`src/rtl/rx_sm.sv`:
```
// rx_sm: receive-side controller and serial-to-parallel deserializer.
// Requests a byte with rx_ready, then samples tx_data while tx_valid is
// high (LSB first). Each full byte goes into a DEPTH-entry register file,
// and rx_finish is raised once the last entry has been written.
// Optional feature macro: RX_ERR_EN. It adds a sticky rx_err output that
// is set when a short burst is seen.
module rx_sm #(
  parameter int DATA_W = 8,
  parameter int DEPTH  = 4,
  parameter int ADDR_W = 2
) (
  input  logic              clk,
  input  logic              rst_n,
  input  logic              tx_valid,
  input  logic              tx_data,
  input  logic              rx_clear,
  output logic              rx_ready,
  output logic              rx_finish,
  output logic [ADDR_W-1:0] wr_addr,
  input  logic [ADDR_W-1:0] rd_addr,
`ifdef RX_ERR_EN
  output logic              rx_err,
`endif
  output logic [DATA_W-1:0] rd_data
);

  localparam int CNT_W = $clog2(DATA_W + 1);

  typedef enum logic [2:0] {
    ST_IDLE,
    ST_WAIT,
    ST_RECV,
    ST_STORE,
    ST_DONE
  } state_e;

  state_e              state_q, state_d;
  logic [CNT_W-1:0]    cnt_q, cnt_d;
  logic [DATA_W-1:0]   shift_q, shift_d;
  logic [ADDR_W-1:0]   wr_addr_q, wr_addr_d;
  logic                rx_ready_q, rx_finish_q;
  logic                mem_we;
  logic [DATA_W-1:0]   mem_q [DEPTH];
`ifdef RX_ERR_EN
  logic                err_set;
  logic                rx_err_q, rx_err_d;
`endif

  // Next-state, datapath and write-enable decode.
  always_comb begin
    // NOTE: every variable gets a default before the case so that no path
    // leaves it unassigned, which would infer a latch.
    state_d   = state_q;
    cnt_d     = cnt_q;
    shift_d   = shift_q;
    wr_addr_d = wr_addr_q;
    mem_we    = 1'b0;
`ifdef RX_ERR_EN
    err_set   = 1'b0;
`endif
    case (state_q)
      ST_IDLE: state_d = ST_WAIT;
      ST_WAIT: begin
        if (tx_valid) begin
          // The first valid cycle already carries bit 0.
          shift_d = {tx_data, shift_q[DATA_W-1:1]};
          cnt_d   = CNT_W'(1);
          state_d = ST_RECV;
        end
      end
      ST_RECV: begin
        if (tx_valid) begin
          // The transmitter's trailing valid cycle falls through once the
          // counter is full.
          if (cnt_q < CNT_W'(DATA_W)) begin
            shift_d = {tx_data, shift_q[DATA_W-1:1]};
            cnt_d   = cnt_q + CNT_W'(1);
          end
        end else if (cnt_q == CNT_W'(DATA_W)) begin
          state_d = ST_STORE;
        end else begin
          // Short burst: drop the partial byte and ask again.
          cnt_d   = '0;
          state_d = ST_WAIT;
`ifdef RX_ERR_EN
          err_set = 1'b1;
`endif
        end
      end
      ST_STORE: begin
        mem_we    = 1'b1;
        cnt_d     = '0;
        wr_addr_d = wr_addr_q + ADDR_W'(1);
        state_d   = (wr_addr_q == ADDR_W'(DEPTH - 1)) ? ST_DONE : ST_WAIT;
      end
      ST_DONE: begin
        if (rx_clear) state_d = ST_WAIT;
      end
      default: state_d = ST_IDLE;
    endcase
  end

`ifdef RX_ERR_EN
  // Sticky error flag: a short burst sets it, rx_clear clears it.
  always_comb begin
    rx_err_d = rx_err_q;
    if (err_set)       rx_err_d = 1'b1;
    else if (rx_clear) rx_err_d = 1'b0;
  end
`endif

  // State, datapath and registered handshake outputs.
  always_ff @(posedge clk or negedge rst_n) begin
    if (!rst_n) begin
      state_q     <= ST_IDLE;
      cnt_q       <= '0;
      shift_q     <= '0;
      wr_addr_q   <= '0;
      rx_ready_q  <= 1'b0;
      rx_finish_q <= 1'b0;
`ifdef RX_ERR_EN
      rx_err_q    <= 1'b0;
`endif
    end else begin
      // NOTE: sequential state uses non-blocking assignments, so every
      // register samples values from before the edge.
      state_q     <= state_d;
      cnt_q       <= cnt_d;
      shift_q     <= shift_d;
      wr_addr_q   <= wr_addr_d;
      // Decoded from next state so they are valid in the new state's first cycle.
      rx_ready_q  <= (state_d == ST_WAIT);
      rx_finish_q <= (state_d == ST_DONE);
`ifdef RX_ERR_EN
      rx_err_q    <= rx_err_d;
`endif
    end
  end

  // Register file write port.
  always_ff @(posedge clk or negedge rst_n) begin
    if (!rst_n) begin
      // NOTE: the register file is reset explicitly because reads of
      // never-written entries must return zero. This is cheap only because
      // DEPTH is small.
      for (int i = 0; i < DEPTH; i++) mem_q[i] <= '0;
    end else if (mem_we) begin
      mem_q[wr_addr_q] <= shift_q;
    end
  end

  assign rx_ready  = rx_ready_q;
  assign rx_finish = rx_finish_q;
  assign wr_addr   = wr_addr_q;
  assign rd_data   = mem_q[rd_addr];
`ifdef RX_ERR_EN
  assign rx_err    = rx_err_q;
`endif

endmodule

```
`config.mk`:
```
export PLATFORM = sky130hd
export DESIGN_NAME = rx_sm
export DESIGN_NICKNAME = d
export VERILOG_FILES = /design/src/rtl/rx_sm.sv
export SDC_FILE = /design/constraint.sdc
export NUM_CORES = 1
export LEC_CHECK = 0
export CAP_MARGIN = 20
export CELL_PAD_IN_SITES_DETAIL_PLACEMENT = 0
export CELL_PAD_IN_SITES_GLOBAL_PLACEMENT = 1
export CORE_ASPECT_RATIO = 1.75
export CORE_MARGIN = 5
export CORE_UTILIZATION = 45
export CTS_BUF_LIST = sky130_fd_sc_hd__clkbuf_8 sky130_fd_sc_hd__clkbuf_16
export DETAILED_ROUTE_END_ITERATION = 7
export GPL_TIMING_DRIVEN = 0
export PLACE_DENSITY = 0.76
export SETUP_SLACK_MARGIN = 0.15
export SLEW_MARGIN = 10
export SYNTH_ARGS = -nofsm -noshare
export SYNTH_HDL_FRONTEND = slang
export SYNTH_SLANG_ARGS = --single-unit
export TNS_END_PERCENT = 30
```
`constraint.sdc`:
```
create_clock -name clk -period 2.42 [get_ports clk]
set_input_delay 0.726 -clock clk [delete_from_list [all_inputs] [get_ports clk]]
set_output_delay 0.726 -clock clk [all_outputs]
set_load 0.01 [all_outputs]
```
==> impl_metrics.yaml, run 1 <==
pwr:
  power.density_nw_per_um2: 1200
  p_seq_share_pct: 45.9
  vdd_drop_max_v: 0.000595
  switching_share_pct: 32.5
  pwr-share-comb_pct: 38.9
  internal_power_mw: 2.23
  power.share.clock_pct: 15.2
  power_switching_mw: 1.08
  leakage_nw: 1.26
synth:
  synth_top_area_share_pct: 52.8
  synth_seq_cells: 51
  yosys-top-cells-area: "dfrtp_1 53%, mux2_2 16%, mux4_2 7.4%"
  ys_async_sr_fraction_pct: 100
  yosys.area_share.simple_pct: 6.67
  synth_most_common_cell: "dfrtp_1"
  synth_top_family_by_area: "multiplexers"
  syn-num-nets: 181
  yosysWarningCount: 0
  syn-mean-instance-area_sq_um: 14.4
  synth_cell_types: 38
  yosysSeqAreaShare_pct: 52.8
  synth_compound_area_share_pct: 6.36
  netlist_top_cells_count: "51 x dfrtp_1, 34 x mux2_2, 8 x mux4_2"
  synth_top_cell_by_area: "dfrtp_1"
  synth_edf_count: 0
  synthMuxAreaShare_pct: 27.6
  synth_xor_area_share_pct: 0.362
  synthAdderAreaFrac_pct: 3.10
  synth_area_sq_um: 2420
  syn_inst: 168
  synth_ff_type: "dfrtp_1"
detailed_routing:
  vias: 1400
  drtIter0Drc: 49
  ant_nets: 0
  via_per_inst: 5.65
  dr.pass1.iters: 4
  drc_errors: 0
  wirelength_microns: 4490
  wl_per_cell_microns: 18.1
placement:
  dp_hpwl_microns: 3330
  place_ws_ps: -424
  dpl.cell_count: 240
  io_buffer_count: 16
  place_congestion: 0.813
global_route:
  grt_pass1_wl_microns: 7530
  antenna_found_initial: 0
  grt.overflow.total: 0
  grt_max_degree: 40
  grt_pass1_vias: 1513
  grt_usage_pct: 14.3
cts:
  cts_root_buf: "clkbuf_8"
  cts_max_path_buffers: 2
  hold_buffers: 0
  cts_setup_buffers: 0
  cts-buffers-inserted: 5
  cts_sinks: 51
  cts_tree: "built"
  clk_pin_slew_ps: 90
  clk_latency_ps: 300
  htree_levels: 2
worst_setup_path:
  cp-startpoint: "rd_addr[0]"
  critical_path_class: "input port to output port"
  end_kind: "output port"
  r2r_setup_slack_ps: 730
  startpoint_type: "input port"
  cp_data_required_time_ps: 1690
  critical_path_peak_fanout: 8
  cp.arrival_ps: 1590
  r2r_end: "rx_ready"
  reg2reg_depth: 6
  worstReg2RegStart: "cnt_q[0]"
sta:
  tightest_slew_ps: 494
  setup_violations: 0
  min_period_ps: 2320
  rsz0062_at_grt: "true"
  finalCritPeriodShare_pct: 95.8
  skew_ps: 10.9
  finalHoldViolations: 0
  layout_setup_ws_ps: 100
  hold_slack_ps: 307
  slew_headroom_pct: 67.1
  slew_violations: 0
  max_clock_freq_ghz: 0.431
worst_hold_path:
  hold_path.class: "input port to asynchronous set/reset pin"
die:
  core_sq_um: 5260
  start_util_pct: 46.0
  die_w_microns: 65.4
  dieHeight_microns: 107
  rows: 35
  ios: 19
  die_area_sq_um: 7000
finish:
  drive_gt1_share_pct: 39.9
  area_growth_pct: 14.1
  final_util_pct: 52.5
  layoutNonFillerInstCount: 248
  final_nets: 205
  n_fill_cell: 478
  antenna_cells: 0
flow_run:
  maxCapViolCount: 0
run_status:
  status: "completed"
## critical path: stages
cell             delay, ps
buf_12                 120
mux4_2                 510
clkdlybuf4s15_2        240
## flip-flops by register name (all words and copies together), names as in the netlist
register and cells:
cnt_q 4, mem_q 32, rx_finish 1, rx_ready 1, shift_q 8, state_q 3, wr_addr 2
## power by group through the flow
stage	Sequential, mW	Clock [mW]	Combinational (mW)
after floorplan	1.45	0	0.965
after global placement	1.49	0	1.30
after detailed placement	1.54	0	1.36
after CTS	1.52	0.527	1.32
after global routing	1.57	0.567	1.41
final	1.52	0.503	1.29
## through the flow
stage / setup TNS, ps / power [mW] / cell area (sq um)
3_3_place_gp: -37600 / 2.79 / 2650
5_1_grt: 0 / 3.55 / 2760
6_report: 0 / 3.31 / 2760
2_1_floorplan: 0 / 2.42 / 2420
4_1_cts: 0 / 3.37 / 2760
3_5_place_dp: -3080 / 2.90 / 2660
## how the worst max path moves through the flow
stage                 endpoint  slack [ps]  depth (start not counted)
floorplan           rd_data[0]         180                          2
global placement     mem_q[14]        -680                          1
detailed placement  rd_data[5]        -420                          3
CTS                 rd_data[0]         100                          3
global route        rd_data[3]          80                          3
finish              rd_data[0]         100                          3
## per-layer routing
metal | vias to the layer above | track usage, % | share of wire [%]
met2 | 20 | 25.7 | 55
met5 | - | 0 | 0
met3 | 7 | 2.62 | 2.7
li1 | 657 | - | -
met4 | 0 | 5.64 | 2.0
met1 | 716 | 16.4 | 40
## placed cells by master, fill, tap and decap left out, types with 2 or more instances in the layout
cell             synthesis  final
and2_1                   3      3
nand2_2                  3      3
buf_2                    3      7
mux2_4                   7      7
nand2_1                  3      3
nor2b_1                  4      4
mux2_2                  34     34
clkdlybuf4s50_1          0      7
dfrtp_1                 51     51
o21ai_0                  7      7
buf_6                    2      2
mux4_2                   8      8
a21oi_1                  4      4
o31ai_1                  3      3
buf_12                   0      2
clkbuf_8                 0      6
inv_1                    7      7
ha_1                     6      6
clkdlybuf4s15_1          0      3
## area by class of cell
class,count,area [sq um],area share (%)
Buffer,7,65.1,2.36
Clock buffer,6,82.6,2.99
Clock inverter,2,16.3,0.590
Inverter,7,26.3,0.952
Multi-Input combinational cell,103,1070,38.7
Sequential cell,51,1280,46.3
Tap cell,55,68.8,2.49
Timing Repair Buffer,17,156,5.67
## repair_timing
| item | 4_1_cts | 5_1_grt |
|---|---|---|
| resized for setup | 28 | 1 |
| setup endpoints to repair | 8 | 6 |
| endpoints found under the hold margin | 0 | 0 |
## cells by family (layout without fill, tap and decap cells)
kind of cell             count (synthesis)  count (layout)
AND/OR/NAND/NOR                         24              24
XOR/XNOR                                 1               1
flip-flops                              51              51
adder cells (fa/ha/maj)                  6               6
AO/OA/AOI/OAI                           23              23
multiplexers                            49              49
buffers and inverters                   14              39
Note: power is estimated with default switching activity, not from simulation.
==> run 2: changes to the inputs <==
--- a/config.mk
+++ b/config.mk
@@ -10,11 +10,11 @@
 export CELL_PAD_IN_SITES_GLOBAL_PLACEMENT = 1
 export CORE_ASPECT_RATIO = 1.75
 export CORE_MARGIN = 5
-export CORE_UTILIZATION = 45
+export CORE_UTILIZATION = 40
 export CTS_BUF_LIST = sky130_fd_sc_hd__clkbuf_8 sky130_fd_sc_hd__clkbuf_16
 export DETAILED_ROUTE_END_ITERATION = 7
 export GPL_TIMING_DRIVEN = 0
-export PLACE_DENSITY = 0.76
+export PLACE_DENSITY = 0.69
 export SETUP_SLACK_MARGIN = 0.15
 export SLEW_MARGIN = 10
 export SYNTH_ARGS = -nofsm -noshare
==> run 2 against run 1 <==
Effect of this change: clock power grew 17%; total power up 2.6%; hold slack gained 36 ps; wire length up 2.9%; flip-flop and latch count stayed put; critical path depth did not move; largest power group unchanged; count of clock-buffer cells in the layout decreased by 1; cell area increased by 1.4%; non-clock buffer count unchanged; sequential share of layout area fell by 0.62 points; utilization shrank 4.9 points; final cell count is 9.3% higher.
==> impl_metrics.yaml, run 2 (synthesis gave the netlist of run 1 again) <==
global_route:
  grt_max_degree: 36
  grt_pass1_vias: 1599
  grt_usage_pct: 13.7
  grt.overflow.total: 0
  grt_pass1_wl_microns: 7930
  antenna_found_initial: 0
pwr:
  leakage_nw: 1.27
  vdd_drop_max_v: 0.000555
  power.density_nw_per_um2: 1210
detailed_routing:
  vias: 1430
  ant_nets: 0
  wirelength_microns: 4620
  wl_per_cell_microns: 17.1
  drc_errors: 0
  dr.pass1.iters: 4
  drtIter0Drc: 48
  via_per_inst: 5.28
cts:
  cts_max_path_buffers: 2
  cts_tree: "built"
  cts_setup_buffers: 0
  cts-buffers-inserted: 5
  hold_buffers: 0
  htree_levels: 2
  clk_latency_ps: 300
  cts_sinks: 51
  clk_pin_slew_ps: 90
  cts_root_buf: "clkbuf_8"
sta:
  max_clock_freq_ghz: 0.429
  setup_violations: 0
  slew_violations: 0
  slew_headroom_pct: 69.6
  skew_ps: 4.60
  min_period_ps: 2330
  tightest_slew_ps: 457
  finalCritPeriodShare_pct: 96.3
  rsz0062_at_grt: "true"
  hold_slack_ps: 344
  finalHoldViolations: 0
finish:
  multiInputGateArea_sq_um: 1070
  n_fill_cell: 566
  final_cell_area_sq_um: 2800
  area_growth_pct: 15.6
  top_register: "mem_q"
  seqCellArea_sq_um: 1280
  final_nets: 205
  final_cell_mix: "51 x dfrtp_1, 34 x mux2_2, 8 x mux4_2"
  largest_reg_flops: 32
  largestRegisters: "mem_q x32, shift_q x8, cnt_q x4"
  layoutNonFillerInstCount: 271
  final_util_pct: 47.6
  antenna_cells: 0
  final_common_cell: "dfrtp_1"
  drive_gt1_share_pct: 39.9
worst_setup_path:
  path_delay_family: "multiplexers"
  crit_chain: "buf_8 > mux4_2 > clkdlybuf4s15_1"
  end_kind: "output port"
  cp-startpoint: "rd_addr[0]"
  critical_path_class: "input port to output port"
  worstReg2RegStart: "cnt_q[0]"
  crit_buf_inv: 2
  slowest_delay_ps: 500
  cp.arrival_ps: 1600
  startpoint_type: "input port"
  cp_data_required_time_ps: 1690
  cp_slowest_cell: "mux4_2"
  critical_path_peak_fanout: 8
placement:
  dpl.cell_count: 263
  place_congestion: 0.829
  io_buffer_count: 16
  dp_hpwl_microns: 3450
  placed_cell_area_sq_um: 2690
worst_hold_path:
  hold_path.class: "input port to asynchronous set/reset pin"
run_status:
  status: "completed"
die:
  dieHeight_microns: 113
  die_area_sq_um: 7760
  rows: 37
  core_sq_um: 5880
  die_w_microns: 68.8
  start_util_pct: 41.1
  ios: 19
flow_run:
  maxCapViolCount: 0
run 2: what timing repair did:
action	CTS	global route
setup endpoints to repair	8	8
gates resized for setup	25	2
gates cloned	0	0
endpoints found under the hold margin	0	0
run 2: power by group:
| part | leakage [nW] | internal, mW | switching, mW | total [mW] |
|---|---|---|---|---|
| Combinational | 0.571 | 0.766 | 0.522 | 1.29 |
| Sequential | 0.640 | 1.23 | 0.282 | 1.52 |
| Clock | 0.0581 | 0.308 | 0.283 | 0.591 |
run 2: area by class of cell:
| cell class | instances | share of cell area [%] |
|---|---|---|
| buffer | 7 | 2.15 |
| clock buffer | 5 | 2.46 |
| clock inverter | 3 | 1.57 |
| inverter | 7 | 0.940 |
| multi-input combinational | 103 | 38.2 |
| sequential | 51 | 45.6 |
| tap | 78 | 3.49 |
| timing repair buffer | 17 | 5.59 |
run 2: final timing paths:
path,endpoint,slack (ps),depth (start not counted)
worst max-delay path,rd_data[2],90,3
max in group asynchronous,mem_q[14],1550,2
min in group clk,mem_q[15],510,1
worst min-delay path,mem_q[25],340,1
worst max register to register,rx_ready,780,6
worst min register to register,mem_q[15],510,1
run 2: routing by layer:
metal  up-vias  share of wire, %  GRT usage [%]
li1        665                 -              -
met3        13               3.1           3.08
met2        25                55           23.0
met5         -                 0              0
met1       727                39           16.0
met4         0               2.8           6.12
run 2: through the flow:
stage	worst slack, ps	TNS [ps]	total power, mW
global placement	-736	-40220	2.80
global route	55.0	0	3.63
detailed placement	-383	-2960	2.90
floorplan	180	0	2.42
CTS	75.1	0	3.45
finish	89.4	0	3.39
